<file path="src/rtl/result_uart.sv">
`default_nettype none
// ============================================================================
//  Module      : result_uart
//  Description : Serialises a 32-bit match counter as an ASCII hex report
//                ("XXXXXXXX\r\n") over a UART line whenever the pipeline's
//                found flag rises while the transmitter is idle.
//                Optional build macro RESULT_UART_PARITY_EN adds one even
//                parity bit per frame (8E1 instead of 8N1).
//  Revision    : 1.0 - initial release
// ============================================================================
module result_uart #(
    parameter int CLK_FREQ = 100000000,
    parameter int BAUD     = 115200
) (
    input  logic        CLK,
    input  logic        reset,
    input  logic        found,
    input  logic [31:0] counter_in,
    output logic        tx,
    output logic        busy,
    output logic        done
);

    localparam int                  c_DIV       = CLK_FREQ / BAUD;
    localparam int                  c_BAUD_W    = (c_DIV > 1) ? $clog2(c_DIV) : 1;
    localparam logic [c_BAUD_W-1:0] c_BAUD_LAST = c_BAUD_W'(c_DIV - 1);
    localparam logic [3:0]          c_LAST_BYTE = 4'd9;
    localparam logic [2:0]          c_LAST_BIT  = 3'd7;

    localparam logic [2:0] S_IDLE   = 3'd0;
    localparam logic [2:0] S_START  = 3'd1;
    localparam logic [2:0] S_DATA   = 3'd2;
    localparam logic [2:0] S_STOP   = 3'd3;
    localparam logic [2:0] S_NEXT   = 3'd4;
`ifdef RESULT_UART_PARITY_EN
    localparam logic [2:0] S_PARITY = 3'd5;
`endif

    logic [2:0]          r_state;
    logic [2:0]          w_state_next;
    logic                r_found_prev;
    logic [31:0]         r_report;
    logic [3:0]          r_byte_idx;
    logic [2:0]          r_bit_idx;
    logic [c_BAUD_W-1:0] r_baud;
    logic                r_tx;
    logic                r_busy;
    logic                r_done;

    logic                w_start;
    logic                w_bit_end;
    logic [3:0]          w_nibble;
    logic [7:0]          w_byte;
    logic                w_tx_next;

    // A report is only accepted on a fresh rising edge while fully idle; the
    // registered busy also covers the cycle right after IDLE is re-entered.
    assign w_start   = (r_state == S_IDLE) && !r_busy && found && !r_found_prev;
    assign w_bit_end = (r_baud == c_BAUD_LAST);

    assign tx   = r_tx;
    assign busy = r_busy;
    assign done = r_done;

    // Select the current byte: eight hex digits MSB first, then CR, LF.
    always_comb begin
        w_nibble = 4'h0;
        w_byte   = 8'h00;
        case (r_byte_idx)
            4'd0:    w_nibble = r_report[31:28];
            4'd1:    w_nibble = r_report[27:24];
            4'd2:    w_nibble = r_report[23:20];
            4'd3:    w_nibble = r_report[19:16];
            4'd4:    w_nibble = r_report[15:12];
            4'd5:    w_nibble = r_report[11:8];
            4'd6:    w_nibble = r_report[7:4];
            4'd7:    w_nibble = r_report[3:0];
            default: w_nibble = 4'h0;
        endcase
        if (r_byte_idx == 4'd8) begin
            w_byte = 8'h0D;
        end else if (r_byte_idx == c_LAST_BYTE) begin
            w_byte = 8'h0A;
        end else if (w_nibble < 4'd10) begin
            w_byte = 8'h30 + {4'h0, w_nibble};
        end else begin
            w_byte = 8'h37 + {4'h0, w_nibble};
        end
    end

    // Next-state and next line level; the line is registered one cycle later.
    always_comb begin
        w_state_next = r_state;
        w_tx_next    = 1'b1;
        case (r_state)
            S_IDLE: begin
                if (w_start) begin
                    w_state_next = S_START;
                end
            end
            S_START: begin
                w_tx_next = 1'b0;
                if (w_bit_end) begin
                    w_state_next = S_DATA;
                end
            end
            S_DATA: begin
                w_tx_next = w_byte[r_bit_idx];
                if (w_bit_end && (r_bit_idx == c_LAST_BIT)) begin
`ifdef RESULT_UART_PARITY_EN
                    w_state_next = S_PARITY;
`else
                    w_state_next = S_STOP;
`endif
                end
            end
`ifdef RESULT_UART_PARITY_EN
            S_PARITY: begin
                w_tx_next = ^w_byte;
                if (w_bit_end) begin
                    w_state_next = S_STOP;
                end
            end
`endif
            S_STOP: begin
                if (w_bit_end) begin
                    w_state_next = S_NEXT;
                end
            end
            S_NEXT: begin
                w_state_next = (r_byte_idx == c_LAST_BYTE) ? S_IDLE : S_START;
            end
            default: begin
                w_state_next = S_IDLE;
            end
        endcase
    end

    // State register.
    always_ff @(posedge CLK) begin
        if (!reset) begin
            r_state <= S_IDLE;
        end else begin
            r_state <= w_state_next;
        end
    end

    // Datapath: edge detect, report capture, baud/bit/byte counters, outputs.
    always_ff @(posedge CLK) begin
        if (!reset) begin
            r_found_prev <= 1'b0;
            r_report     <= 32'h0;
            r_byte_idx   <= 4'd0;
            r_bit_idx    <= 3'd0;
            r_baud       <= '0;
            r_tx         <= 1'b1;
            r_busy       <= 1'b0;
            r_done       <= 1'b0;
        end else begin
            r_found_prev <= found;
            r_tx         <= w_tx_next;
            r_busy       <= (r_state != S_IDLE);
            r_done       <= (r_state == S_NEXT) && (r_byte_idx == c_LAST_BYTE);

            if (w_start) begin
                r_report <= counter_in;
            end

            // Baud counter restarts at every bit boundary and between bytes.
            if ((r_state == S_IDLE) || (r_state == S_NEXT) || w_bit_end) begin
                r_baud <= '0;
            end else begin
                r_baud <= r_baud + 1'b1;
            end

            if (r_state == S_DATA) begin
                if (w_bit_end) begin
                    r_bit_idx <= r_bit_idx + 3'd1;
                end
            end else begin
                r_bit_idx <= 3'd0;
            end

            if (r_state == S_NEXT) begin
                r_byte_idx <= (r_byte_idx == c_LAST_BYTE) ? 4'd0 : (r_byte_idx + 4'd1);
            end
        end
    end

endmodule
`default_nettype wire

</file>
<file path="config.mk">
export PLATFORM = sky130hd
export DESIGN_NAME = result_uart
export DESIGN_NICKNAME = d
export VERILOG_FILES = /design/src/rtl/result_uart.sv
export SDC_FILE = /design/constraint.sdc
export NUM_CORES = 1
export LEC_CHECK = 0
export BUFFER_PORTS_ARGS = -buffer_cell sky130_fd_sc_hd__buf_2
export CAP_MARGIN = 0
export CORE_AREA = 5 5 57 97
export CTS_BUF_LIST = sky130_fd_sc_hd__clkbuf_4
export DETAILED_ROUTE_END_ITERATION = 16
export DIE_AREA = 0 0 62 102
export HOLD_SLACK_MARGIN = 0.15
export PLACE_DENSITY = 0.84
export SYNTH_ARGS = -nofsm -noshare
export SYNTH_HDL_FRONTEND = slang
export SYNTH_SLANG_ARGS = --single-unit
export TNS_END_PERCENT = 1
</file>
<file path="constraint.sdc">
create_clock -name CLK -period 3.16 [get_ports CLK]
set_clock_uncertainty 0.1 [all_clocks]
set_input_delay 0.158 -clock CLK [delete_from_list [all_inputs] [get_ports CLK]]
set_output_delay 0.158 -clock CLK [all_outputs]
set_load 0.1 [all_outputs]
</file>
==> metrics.cfg <==
[floorplanning]
io_pins=38
die_y_um=102
start_util=0.577
core_mm2=0.00462
die_area_mm2=0.00632
die_w_um=62
rows=33

[critical_path]
worstSetupEndpointType=register
critPathSlowestCell=dfxtp_1
path_cells=mux2_1, a221oi_1, o22a_2, or2_1, ha_1, o21ai_1, a31o_2, a211oi_1, o22ai_1
path_max_fanout=12
crit_required_ns=3.32
path_delay_family=compound AO/OA/AOI/OAI gates
max_stage_delay_ns=0.65
worstSetupPathType=register to register
arrival_ns=2.88
cp_num_buf_inv=0
critPathLaunchType=register

[routing]
drt_first_pass_iters=4
ant_nets=0
via_per_inst=5.65
route.vias.total=2357
wl_per_cell_um=14.9
drc=0
drt_first_iter_violations=77
wl_um=6210

[placement]
gp_congestion=0.907
dp_slack_ns=0.485
post-place-cells=377
portBuffers=37
dpl.hpwl_um=4050

[global_route]
grt_max_degree=44
grt_pass1_wl_um=10400
grt_use_total=0.221
grt_pass1_vias=2388
antenna_found_initial=0
grt.overflow.total=0

[power_and_ir_drop]
peakVddDrop_mv=0.360
leakagePower_nw=1.25
power_mw=1.27
power_density_mw_per_mm2=396

[timing]
setup_viol=0
finalCritPeriodShare=0.860
fin_crit_ns=2.72
slew-limit-headroom=0.331
setup_slack_ns=0.443
tightest_slew_ns=1.00
max_freq_ghz=0.368
fin_tns_setup_ns=0
maxSlewViolCount=0
finalHoldViolations=0
rsz0062_at_grt=false

[synthesis]
synth_area_mm2=0.00267
mappedNetlistNets=347
yosysSeqAreaShare=0.420
synth_ff_type=dfxtp_1
async_flop_share=0
ys_ff_latch=56
yosysWarningCount=0
synth_enable_flop_cells=0
syn-instance-count=308
synth.avg_cell_area_um2=8.66
yosysUniqueCellTypes=46

[layout]
diodes=0
layout.cells.non_filler=417
final_cell_mix=73 x nand2_1, 56 x dfxtp_1, 37 x buf_2
final_common_cell=nand2_1
finalCoreUtilization=0.696
final_nets=404
layout-drive-gt1-share=0.162
syn_to_final_growth_pct=20.7

[clocking]
numCtsBuffers=5
cts_tree=yes
clock-sinks=56
cts_root_buffer=clkbuf_4
clkTransAtPathRegs_ns=0.16
cts.path.max_buffers=2
clk_latency_ns=0.39
cts_max_level=2

[flow_run]
maxCapViolCount=0

[hold_path]
hp-class=primary input to register

[run_status]
status=completed

==> cell type report <==
type	instances	area, um2
Multi-Input combinational cell	227	1440
Clock inverter	1	8.76
Sequential cell	56	1120
Tap cell	52	65.1
Clock buffer	6	45.0
Timing Repair Buffer	71	523
Inverter	4	15.0
Fill cell	359	1400
==> where the power goes <==
part	total [mW]	internal (mW)	switching, mW	leakage, nW
clock	0.317	0.0954	0.222	0.0321
sequential	0.760	0.739	0.0213	0.456
combinational	0.198	0.0954	0.102	0.765
total	1.27	0.929	0.346	1.25
==> metrics by stage <==
step | cell area (um2) | hold WS [ns]
floorplan | 2670 | 0.180
global placement | 2840 | 0.271
detailed placement | 2840 | 0.276
CTS | 3220 | 0.207
global route | 3220 | 0.216
finish | 3220 | 0.202
==> repair_timing <==
action | CTS | global route
endpoints found under the hold margin | 33 | 0
gates resized for setup | 0 | 0
hold buffers | 33 | 0
buffers inserted | 0 | 0
==> cells by family after synthesis <==
family | count (synthesis) | share of synthesized area
muxes | 13 | 0.0825
DFF | 56 | 0.420
AOI/OAI and AO/OA | 58 | 0.159
and+or+nand+nor | 140 | 0.241
xor gates and xnor gates | 12 | 0.0394
adders and majority gates | 4 | 0.0188
buffers and inverters | 25 | 0.0394
==> state kept, by name, summed over array words and instances (netlist names) <==
name	cells
r_bit_idx	3
r_baud	10
tx	1
busy	1
r_found_prev	1
r_report	32
r_byte_idx	4
done	1
r_state	3
==> worst paths after layout <==
path	startpoint	end	slack, ns	cells past startpoint
hold / removal	reset	r_report[5]	0.20	2
setup reg to reg	r_byte_idx[2]	tx	0.44	9
setup / recovery	r_byte_idx[2]	tx	0.44	9
hold reg to reg	r_report[17]	r_report[17]	0.36	2
==> routing by layer <==
metal | GRT usage | part of all wire
met5 | 0 | 0
met4 | 0.123 | 0.046
met3 | 0.0556 | 0.043
met2 | 0.407 | 0.56
met1 | 0.208 | 0.35
==> synth_stat cells (all sizes together) (3+ instances only) <==
cell    instances  area [um2]
nand2          74         280
buf             4        26.3
or2             3        18.8
clkbuf         17        63.8
a31o            3        26.3
a211oi          5        37.5
nor2           25        93.8
nand3           6        30.0
and2            5        31.3
xnor2           7        61.3
nor2b           7        43.8
mux4            6         135
a221oi          3        26.3
mux2i           5        62.6
a21boi         33         248
nand4           4        25.0
o21ai           3        15.0
nor3            5        25.0
xor2            5        43.8
dfxtp          56        1120
a21oi           5        25.0
ha              4        50.1
inv             4        15.0
Power figures use the tool's default switching activity.
